[src/rtl/if_fetch_unit_if.sv]
// rtl/if_fetch_unit_if.sv - instruction memory request/response bus
interface if_fetch_unit_if;
    logic        req;
    logic [31:0] addr;
    logic        ack;
    logic [31:0] data;

    modport master (
        output req,
        output addr,
        input  ack,
        input  data
    );

    modport slave (
        input  req,
        input  addr,
        output ack,
        output data
    );
endinterface

[src/rtl/if_fetch_unit.sv]
// rtl/if_fetch_unit.sv - instruction fetch unit with single outstanding request and small FIFO
module if_fetch_unit #(
    parameter logic [31:0] RESET_PC  = 32'h0000_0000,
    parameter int          BUF_DEPTH = 2
) (
    input  logic                  clock,
    input  logic                  reset,
    input  logic                  stall,
    input  logic                  redirect,
    input  logic [31:0]           redirect_pc,
    if_fetch_unit_if.master       imem,
    output logic [31:0]           instruction_out,
    output logic [31:0]           pc_out,
    output logic                  valid_out,
    output logic                  flush_out
);
    localparam int PW = (BUF_DEPTH > 1) ? $clog2(BUF_DEPTH) : 1;
    localparam int CW = $clog2(BUF_DEPTH + 1);

    typedef enum logic [1:0] {
        IDLE  = 2'd0,
        REQ   = 2'd1,
        DRAIN = 2'd2
    } state_t;

    state_t        state;
    state_t        state_next;

    logic [31:0]   fpc;
    logic          req_q;
    logic [31:0]   addr_q;
    logic          flush_q;

    logic [31:0]   buf_pc    [BUF_DEPTH];
    logic [31:0]   buf_instr [BUF_DEPTH];
    logic [PW-1:0] rd_ptr;
    logic [PW-1:0] wr_ptr;
    logic [CW-1:0] count;

    logic          has_room;
    logic          issue;
    logic          push;
    logic          pop;
    logic          ack_taken;
    logic [PW-1:0] rd_ptr_inc;
    logic [PW-1:0] wr_ptr_inc;

    // Only one request is ever in flight, and only from IDLE, so outstanding is zero here.
    assign has_room   = (count < CW'(BUF_DEPTH));
    assign valid_out  = (count != '0);
    assign rd_ptr_inc = (rd_ptr == PW'(BUF_DEPTH - 1)) ? '0 : rd_ptr + PW'(1);
    assign wr_ptr_inc = (wr_ptr == PW'(BUF_DEPTH - 1)) ? '0 : wr_ptr + PW'(1);

    always_ff @(posedge clock) begin
        if (reset) begin
            state <= IDLE;
        end else begin
            state <= state_next;
        end
    end

    always_comb begin
        state_next = state;
        case (state)
            IDLE: begin
                if (!redirect && has_room) begin
                    state_next = REQ;
                end
            end
            REQ: begin
                if (imem.ack) begin
                    state_next = IDLE;
                end else if (redirect) begin
                    state_next = DRAIN;
                end
            end
            DRAIN: begin
                if (imem.ack) begin
                    state_next = IDLE;
                end
            end
            default: state_next = IDLE;
        endcase
    end

    always_comb begin
        issue     = 1'b0;
        push      = 1'b0;
        ack_taken = 1'b0;
        case (state)
            IDLE: issue = !redirect && has_room;
            REQ: begin
                ack_taken = imem.ack;
                push      = imem.ack && !redirect;
            end
            DRAIN: ack_taken = imem.ack;
            default: begin
                issue     = 1'b0;
                push      = 1'b0;
                ack_taken = 1'b0;
            end
        endcase
        pop = valid_out && !stall && !redirect;
    end

    always_ff @(posedge clock) begin
        if (reset) begin
            fpc     <= RESET_PC;
            req_q   <= 1'b0;
            addr_q  <= 32'h0;
            flush_q <= 1'b0;
            rd_ptr  <= '0;
            wr_ptr  <= '0;
            count   <= '0;
        end else begin
            flush_q <= redirect;

            if (redirect) begin
                fpc <= redirect_pc;
            end else if (issue) begin
                fpc <= fpc + 32'd4;
            end

            if (issue) begin
                req_q  <= 1'b1;
                addr_q <= fpc;
            end else if (ack_taken) begin
                req_q  <= 1'b0;
            end

            // A redirect discards everything queued, including a same-cycle response.
            if (redirect) begin
                rd_ptr <= '0;
                wr_ptr <= '0;
                count  <= '0;
            end else begin
                if (push) begin
                    wr_ptr <= wr_ptr_inc;
                end
                if (pop) begin
                    rd_ptr <= rd_ptr_inc;
                end
                case ({push, pop})
                    2'b10:   count <= count + CW'(1);
                    2'b01:   count <= count - CW'(1);
                    default: count <= count;
                endcase
            end
        end
    end

    always_ff @(posedge clock) begin
        if (push) begin
            buf_pc[wr_ptr]    <= addr_q;
            buf_instr[wr_ptr] <= imem.data;
        end
    end

    assign imem.req        = req_q;
    assign imem.addr       = addr_q;
    assign flush_out       = flush_q;
    assign instruction_out = valid_out ? buf_instr[rd_ptr] : 32'h0;
    assign pc_out          = valid_out ? buf_pc[rd_ptr]    : 32'h0;
endmodule

[src/flat_wrapper.sv]
// flat-port wrapper written by rule: the top's interface ports become plain ports
module if_fetch_unit_flat 
#(
    parameter logic [31:0] RESET_PC  = 32'h0000_0000,
    parameter int          BUF_DEPTH = 2
)
  (clock, reset, stall, redirect, redirect_pc, instruction_out, pc_out, valid_out, flush_out, imem_req, imem_addr, imem_ack, imem_data);
  if_fetch_unit_if imem_i ();
  input  logic clock;
  input  logic reset;
  input  logic stall;
  input  logic redirect;
  input  logic [31:0] redirect_pc;
  output logic [31:0] instruction_out;
  output logic [31:0] pc_out;
  output logic valid_out;
  output logic flush_out;
  output wire logic [$bits(imem_i.req)-1:0] imem_req;
  output wire logic [$bits(imem_i.addr)-1:0] imem_addr;
  input wire logic [$bits(imem_i.ack)-1:0] imem_ack;
  input wire logic [$bits(imem_i.data)-1:0] imem_data;
  assign imem_req = imem_i.req;
  assign imem_addr = imem_i.addr;
  assign imem_i.ack = imem_ack;
  assign imem_i.data = imem_data;
  if_fetch_unit #(.RESET_PC(RESET_PC), .BUF_DEPTH(BUF_DEPTH)) u_core (.clock(clock), .reset(reset), .stall(stall), .redirect(redirect), .redirect_pc(redirect_pc), .imem(imem_i), .instruction_out(instruction_out), .pc_out(pc_out), .valid_out(valid_out), .flush_out(flush_out));
endmodule
[config.mk]
export PLATFORM = sky130hd
export DESIGN_NAME = if_fetch_unit_flat
export DESIGN_NICKNAME = d
export VERILOG_FILES = /design/src/rtl/if_fetch_unit_if.sv /design/src/rtl/if_fetch_unit.sv /design/src/flat_wrapper.sv
export SDC_FILE = /design/constraint.sdc
export NUM_CORES = 1
export LEC_CHECK = 0
export BUFFER_PORTS_ARGS = -buffer_cell sky130_fd_sc_hd__buf_2
export CAP_MARGIN = 20
export CORE_AREA = 2 2 125 127
export DETAILED_ROUTE_END_ITERATION = 6
export DIE_AREA = 0 0 127 129
export PLACE_DENSITY = 0.84
export SYNTH_ARGS = -nofsm -noshare
export SYNTH_HDL_FRONTEND = slang
export SYNTH_SLANG_ARGS = --single-unit
export TNS_END_PERCENT = 50
[constraint.sdc]
create_clock -name clock -period 5.8 [get_ports clock]
set_input_delay 0.29 -clock clock [delete_from_list [all_inputs] [get_ports clock]]
set_output_delay 0.29 -clock clock [all_outputs]
set_load 0.05 [all_outputs]
==> results.py, run 1 <==
metrics = {
    "synthesis": {
        "yosysWarningCount": 0,
        "ys_seq_elements": 201,
        "synth_cell_types": 42,
        "async_flop_share_pct": 0,
        "syn_avg_cell_area_um2": 11.9,
        "syn_area_um2": 8160,
        "syn_nets": 759,
        "synth-main-ff-cell": "edfxtp_1",
        "synth-edff-count": 128,
        "yosysSeqAreaShare_pct": 65.0,
        "synthCells": 685,
    },
    "critical_path": {
        "r2r_end": "u_core.buf_instr[0][2]",
        "crit_chain": "buf_4 -> mux2i_1 -> nor2_1 -> buf_2",
        "worstPathArrival_ns": 2.54,
        "setup.worst_path.start_class": "flip-flop",
        "crit_type": "reg -> out",
        "cpPeakStageDelay_ns": 0.69,
        "worstPathMaxFanout": 36,
        "crit_path_end_kind": "primary output",
        "ff2ff_path_depth": 6,
        "reg2reg_from": "u_core.state[1]",
        "required_ns": 5.51,
        "reg2reg_slack_ns": 3.15,
        "slowest_stage": "dfxtp_4",
    },
    "floorplanning": {
        "die_y_um": 129,
        "start_util_pct": 54.5,
        "die_area_um2": 16400,
        "num_rows": 45,
        "io_pins": 168,
        "core_um2": 15000,
        "die_x_um": 127,
    },
    "timing": {
        "relSlewSlack_pct": 38.6,
        "clock.fmax_ghz": 0.353,
        "grt_setup_unrepaired": "no",
        "skew_ns": 0.0175,
        "min_period_over_period_pct": 48.8,
        "tightest_slew_ns": 0.919,
        "setup_tns_ns": 0,
        "finalHoldViolations": 0,
        "setup_ws_ns": 2.97,
        "hold_slack_ns": 0.0330,
        "post-route-min-period_ns": 2.83,
        "setup_viol": 0,
        "slew_viol_final": 0,
    },
    "clock_network": {
        "cts-buffers-inserted": 21,
        "cts_tree": "done",
        "clock_path_buffers": 3,
        "cts_htree_levels": 1,
        "cts.sinks": 201,
        "clock_latency_ns": 0.49,
        "clkTransAtPathRegs_ns": 0.06,
        "cts_root_buf": "clkbuf_16",
    },
    "global_route": {
        "grt_pass1_wl_mm": 29.8,
        "grt_start_max_net_pins": 77,
        "grt_pass1_vias": 5770,
        "grt-ovfl-total": 0,
        "grt.total_usage_pct": 22.7,
        "grt_antenna_before_repair": 2,
    },
    "finish": {
        "multi_input_area_um2": 2670,
        "fillCellCount": 1106,
        "drive_gt1_share_pct": 25.1,
        "fin_area_um2": 10300,
        "fin_nets": 949,
        "area_delta_synth_final_pct": 25.8,
        "ff_latch_area_um2": 5310,
        "utilization_pct": 68.5,
    },
    "pwr": {
        "p_leak_uw": 0.00389,
        "power_density_nw_per_um2": 331,
        "worst_ir_drop_vdd_mv": 0.231,
    },
    "detailed_routing": {
        "drtIter0Drc": 409,
        "first_pass_iters": 5,
        "routed_wirelength_mm": 18.9,
        "drcViolationCount": 0,
        "vias": 5938,
        "ant_nets": 0,
        "post_drt_via_cell_ratio": 5.50,
        "wl_per_cell_um": 17.5,
    },
    "worst_hold_path": {
        "hold_depth": 3,
        "hold_end": "u_core.fpc[2]",
        "hold_start": "redirect_pc[2]",
        "hold_class": "in -> reg",
    },
    "run": {
        "cap_violations": 0,
    },
    "placement": {
        "placed_cell_area_um2": 9160,
        "dp_slack_ns": 3.08,
        "gp_congestion": 0.821,
        "dp_hpwl_mm": 11.4,
        "port_buffers": 167,
    },
    "run_status": {
        "status": "finished clean",
    },
}
critical path, delay by kind of cell (launching register included):
family	cells	cell delay (ns)
buffers and inverters	2	0.91
AND/OR/NAND/NOR	1	0.20
multiplexers	1	0.19
flip-flops	1	0.69
registers in the layout, summed over array words and instances, names as in the netlist, named ones only:
signal            cells
u_core.buf_instr     64
u_core.buf_pc        64
u_core.fpc           32
u_core.imem.addr     32
u_core.count          2
u_core.state          2
u_core.flush_out      1
u_core.imem.req       1
u_core.rd_ptr         1
u_core.wr_ptr         1
area by class of cell:
type | count | share of cell area, %
multi-input cells | 436 | 26.0
clock inverters | 12 | 1.88
clock buffers | 26 | 5.70
repair buffers | 207 | 12.0
well taps | 188 | 2.29
flip-flops and latches | 201 | 51.7
diodes | 2 | 0.0488
inverters | 8 | 0.293
kinds of logic after synthesis:
kind of cell,share of synthesized area (%)
simple gates,14.3
flops,65.0
compound gates,5.48
mux,8.96
buf+inv,2.44
xor+xnor,3.01
fa+ha+maj,0.767
cell usage after synthesis, drive strengths merged (4+ instances only):
master  count  area share [%]
nand3      13            0.95
buf        15            0.92
ha          5            0.77
o21ai       7            0.43
nor4        5            0.38
edfxtp    128              47
or3         4            0.31
inv         8            0.37
and4        4            0.44
xor2       10             1.1
nor3       19             1.5
nand2      80             3.7
dfxtp      73              18
and3       11            0.84
mux2i      73             9.0
nand4      10            0.77
clkbuf     25             1.2
a21oi      48             2.9
nor2       98             4.5
xnor2      18             1.9
a211oi     10            0.92
layer usage:
metal / routed length (um) / GRT usage [%]
met3: 1220 / 4.12
met5: 0 / 0
met2: 9130 / 38.5
met4: 332 / 6.01
met1: 8250 / 30.5
through the flow:
| stage | std cells | total power [uW] |
|---|---|---|
| global placement | 1007 | 1920 |
| detailed placement | 1008 | 1940 |
| finish | 1080 | 3400 |
| CTS | 1078 | 3430 |
| floorplan | 685 | 1840 |
| global route | 1080 | 3520 |
placed cells by master, fill, tap and decap left out, types with 2 or more instances in the layout:
cell type | netlist | final
buf_2 | 9 | 167
edfxtp_1 | 128 | 128
nor2_1 | 98 | 95
nand2_1 | 80 | 80
mux2i_1 | 73 | 73
dfxtp_1 | 73 | 72
a21oi_1 | 48 | 48
dlygate4sd3_1 | 0 | 32
clkbuf_16 | 0 | 22
xnor2_1 | 18 | 18
nor3_1 | 14 | 14
nand3_1 | 12 | 12
and3_1 | 11 | 10
nand4_1 | 10 | 10
a211oi_1 | 10 | 10
xor2_1 | 10 | 10
inv_1 | 8 | 8
o21ai_0 | 7 | 7
buf_4 | 0 | 7
nor3_2 | 5 | 5
nor4_1 | 5 | 5
ha_1 | 5 | 5
bufinv_16 | 0 | 5
or3_1 | 4 | 4
and4_1 | 3 | 3
diode_2 | 0 | 2
nor2_4 | 0 | 2
nor2b_1 | 2 | 2
a311oi_1 | 2 | 2
and2_1 | 2 | 2
o22ai_1 | 2 | 2
o21bai_1 | 2 | 2
clkinv_2 | 0 | 2
clkbuf_1 | 25 | 2
clkbuf_8 | 0 | 2
clkinv_1 | 0 | 2
what timing repair did:
item	4_1_cts	5_1_grt
gates resized for setup	0	0
buffers inserted	0	0
endpoints found under the hold margin	64	0
hold buffers	32	0
how the worst max path moves through the flow:
| stage | endpoint | from | cells after the start |
|---|---|---|---|
| 6_report | instruction_out[21] | flip-flop | 4 |
| 5_1_grt | instruction_out[21] | flip-flop | 4 |
| 4_1_cts | instruction_out[21] | flip-flop | 4 |
| 3_5_place_dp | u_core.buf_instr[0][28] | redirect | 5 |
| 3_3_place_gp | u_core.buf_instr[0][4] | redirect | 5 |
| 2_1_floorplan | u_core.buf_instr[0][0] | u_core.state[1] | 5 |
power by group:
| part | total (uW) | switching, uW | internal, uW | leakage, uW |
|---|---|---|---|---|
| Clock | 1470 | 533 | 942 | 0.000378 |
| Combinational | 311 | 209 | 102 | 0.00173 |
| Sequential | 1620 | 41.9 | 1570 | 0.00178 |
| Total | 3400 | 784 | 2620 | 0.00389 |
Note: power is estimated with default switching activity, not from simulation.
==> inputs of run 2 (changes only) <==
- ABC_AREA: not set -> 1
- CORE_AREA: 2 2 125 127 -> 2 2 133 135
- DIE_AREA: 0 0 127 129 -> 0 0 135 137
- PLACE_DENSITY: 0.84 -> 0.81
- clock period: 5.8 -> 2.3 ns (I/O delays scaled with it)
==> run 2 against run 1 <==
- wire length up 8.4%
- non-clock buffer count up 28
- register-to-register slack worse by 2.8 ns
- core utilization down 5.8 points
- sequential share of layout area down 2.2 points
- flip-flop and latch count unchanged
- final area up 4.3%
- power rose to 2.8 times the previous value
- area after synthesis up 2.8%
- combinational power rose to 5.5 times the previous value
- clock power up 120%
- sequential power rose to 2.7 times the previous value
- critical path type unchanged
- critical endpoint is now pc_out[16]
- largest power group unchanged
==> results.py, run 2 <==
metrics = {
    "clock_network": {
        "clock_path_buffers": 3,
        "cts-resized-gates": 0,
        "cts_root_buf": "clkbuf_16",
        "cts_htree_levels": 1,
        "cts_setup_buffers": 0,
        "cts-buffers-inserted": 20,
        "clock_latency_ns": 0.49,
        "clkTransAtPathRegs_ns": 0.07,
        "holdBufCountCts": 55,
        "cts.sinks": 201,
        "cts_tree": "done",
    },
    "critical_path": {
        "required_ns": 2.18,
        "crit_path_end_kind": "primary output",
        "r2r_end": "u_core.count[1]",
        "ff2ff_path_depth": 8,
        "reg2reg_from": "u_core.state[1]",
        "worstPathMaxFanout": 65,
        "setup.worst_path.start_class": "flip-flop",
        "worstPathArrival_ns": 2.00,
        "crit_type": "reg -> out",
        "reg2reg_slack_ns": 0.36,
    },
    "synthesis": {
        "yosysWarningCount": 0,
        "syn_area_um2": 8390,
        "synth_cell_types": 30,
        "synth_top_cell_by_area": "edfxtp_1",
        "ys_seq_elements": 201,
        "synth-edff-count": 128,
        "syn_avg_cell_area_um2": 9.39,
        "yosysSeqAreaShare_pct": 63.2,
        "syn_nets": 967,
        "synthCells": 893,
        "yosysMostFrequentCell": "nand2_1",
        "synthTopCellsByCount": "nand2_1 (256), edfxtp_1 (128), nor2_1 (96), a21oi_1 (92), dfxtp_1 (73)",
        "yosysTopAreaCellShare_pct": 45.8,
        "synthTopCellsByArea": "edfxtp_1 (46%), dfxtp_1 (17%), nand2_1 (11%), a21oi_1 (5.5%), nor2_1 (4.3%)",
        "synth-main-ff-cell": "edfxtp_1",
        "async_flop_share_pct": 0,
    },
    "timing": {
        "setup_ws_ns": 0.183,
        "relSlewSlack_pct": 50.8,
        "slew_viol_final": 0,
        "finalHoldViolations": 0,
        "skew_ns": 0.00687,
        "min_period_over_period_pct": 92.0,
        "setup_viol": 0,
        "setup_tns_ns": 0,
        "grt_setup_unrepaired": "no",
        "post-route-min-period_ns": 2.12,
        "clock.fmax_ghz": 0.472,
        "tightest_slew_ns": 0.737,
        "hold_slack_ns": 0.0361,
    },
    "global_route": {
        "grt.total_usage_pct": 21.5,
        "grt_pass1_vias": 6584,
        "grt-ovfl-total": 0,
        "grt_antenna_before_repair": 0,
        "grt_start_max_net_pins": 66,
        "grt_pass1_wl_mm": 31.7,
    },
    "floorplanning": {
        "io_pins": 168,
        "core_um2": 17100,
        "num_rows": 48,
        "die_y_um": 137,
        "die_area_um2": 18500,
        "start_util_pct": 49.2,
        "die_x_um": 135,
    },
    "detailed_routing": {
        "post_drt_via_cell_ratio": 5.14,
        "drcViolationCount": 0,
        "first_pass_iters": 5,
        "ant_nets": 0,
        "routed_wirelength_mm": 20.5,
        "vias": 6913,
        "wl_per_cell_um": 15.2,
        "drtIter0Drc": 477,
    },
    "pwr": {
        "seqPwrFrac_pct": 46.9,
        "power_frac_clock_pct": 35.0,
        "power.switching_uw": 2780,
        "power_frac_comb_pct": 18.2,
        "p_int_uw": 6620,
        "worst_ir_drop_vdd_mv": 0.576,
        "sw_frac_of_total_pct": 29.6,
        "power_density_nw_per_um2": 878,
        "power.total_uw": 9410,
        "p_leak_uw": 0.00448,
    },
    "worst_hold_path": {
        "hold_depth": 6,
        "hold_start": "redirect_pc[26]",
        "hold_end": "u_core.fpc[26]",
        "hold_class": "in -> reg",
    },
    "finish": {
        "layout_common_cells": "nand2_1 (256), buf_2 (167), edfxtp_1 (128)",
        "area_delta_synth_final_pct": 27.7,
        "fillCellCount": 1357,
        "fin_nets": 1181,
        "diodes": 0,
        "drive_gt1_share_pct": 20.1,
        "layout_commonest_cell": "nand2_1",
        "utilization_pct": 62.8,
        "top_regs": "u_core.buf_instr: 64 flops, u_core.buf_pc: 64 flops",
    },
    "run_status": {
        "status": "finished clean",
    },
    "run": {
        "cap_violations": 0,
    },
    "placement": {
        "dp_slack_ns": 0.511,
        "port_buffers": 167,
        "gp_congestion": 0.931,
        "dp_hpwl_mm": 12.9,
    },
}
[run 2: worst max-delay path by stage]
stage	from	endpoint	slack, ns
detailed placement	u_core.state[1]	u_core.count[1]	0.51
global placement	u_core.state[1]	u_core.count[1]	0.59
CTS	u_core.count[1]	pc_out[19]	0.19
global route	u_core.count[0]	pc_out[16]	0.09
floorplan	u_core.state[1]	u_core.buf_instr[1][0]	-0.52
finish	u_core.count[0]	pc_out[16]	0.18
[run 2: area by class of cell]
type	instances	area, um^2	share of cell area [%]
repair buffers	235	1520	14.2
flip-flops and latches	201	5310	49.6
multi-input cells	588	2700	25.2
clock buffers	26	564	5.27
clock inverters	10	108	1.00
inverters	61	229	2.14
well taps	225	282	2.63
[run 2: logic make-up after synthesis]
logic type	count (synthesis)	synth area share [%]
DFF	201	63.2
buffers and inverters	104	4.86
AOI/OAI and AO/OA	154	10.4
and+or+nand+nor	426	20.5
adders and majority gates	5	0.746
xor gates and xnor gates	3	0.313
[run 2: worst max-delay path: stages (launching register included)]
cell and delay [ns]:
dfxtp_1 0.37, nor2_4 0.11, buf_4 0.58, a21oi_1 0.14
buf_2 0.26
[run 2: power by group through the flow]
stage                     Sequential, uW  Combinational [uW]  Clock (uW)
after floorplan                     4830                 786           0
after CTS                           4410                1710        3330
after global placement              4470                1590           0
final                               4410                1710        3290
after global routing                4440                1860        3470
after detailed placement            4480                1630           0
[run 2: metrics by stage]
| step | instances | cell area (um^2) |
|---|---|---|
| 5_1_grt | 1346 | 10700 |
| 3_5_place_dp | 1255 | 9490 |
| 3_3_place_gp | 1255 | 9490 |
| 4_1_cts | 1346 | 10700 |
| 6_report | 1346 | 10700 |
| 2_1_floorplan | 893 | 8390 |
[run 2: per-layer routing]
metal,track usage [%],up-vias,part of all wire (%)
li1,-,3427,-
met1,26.6,3186,42
met2,38.5,256,48
met3,3.48,44,7.1
met4,7.18,0,2.4
met5,0,-,0
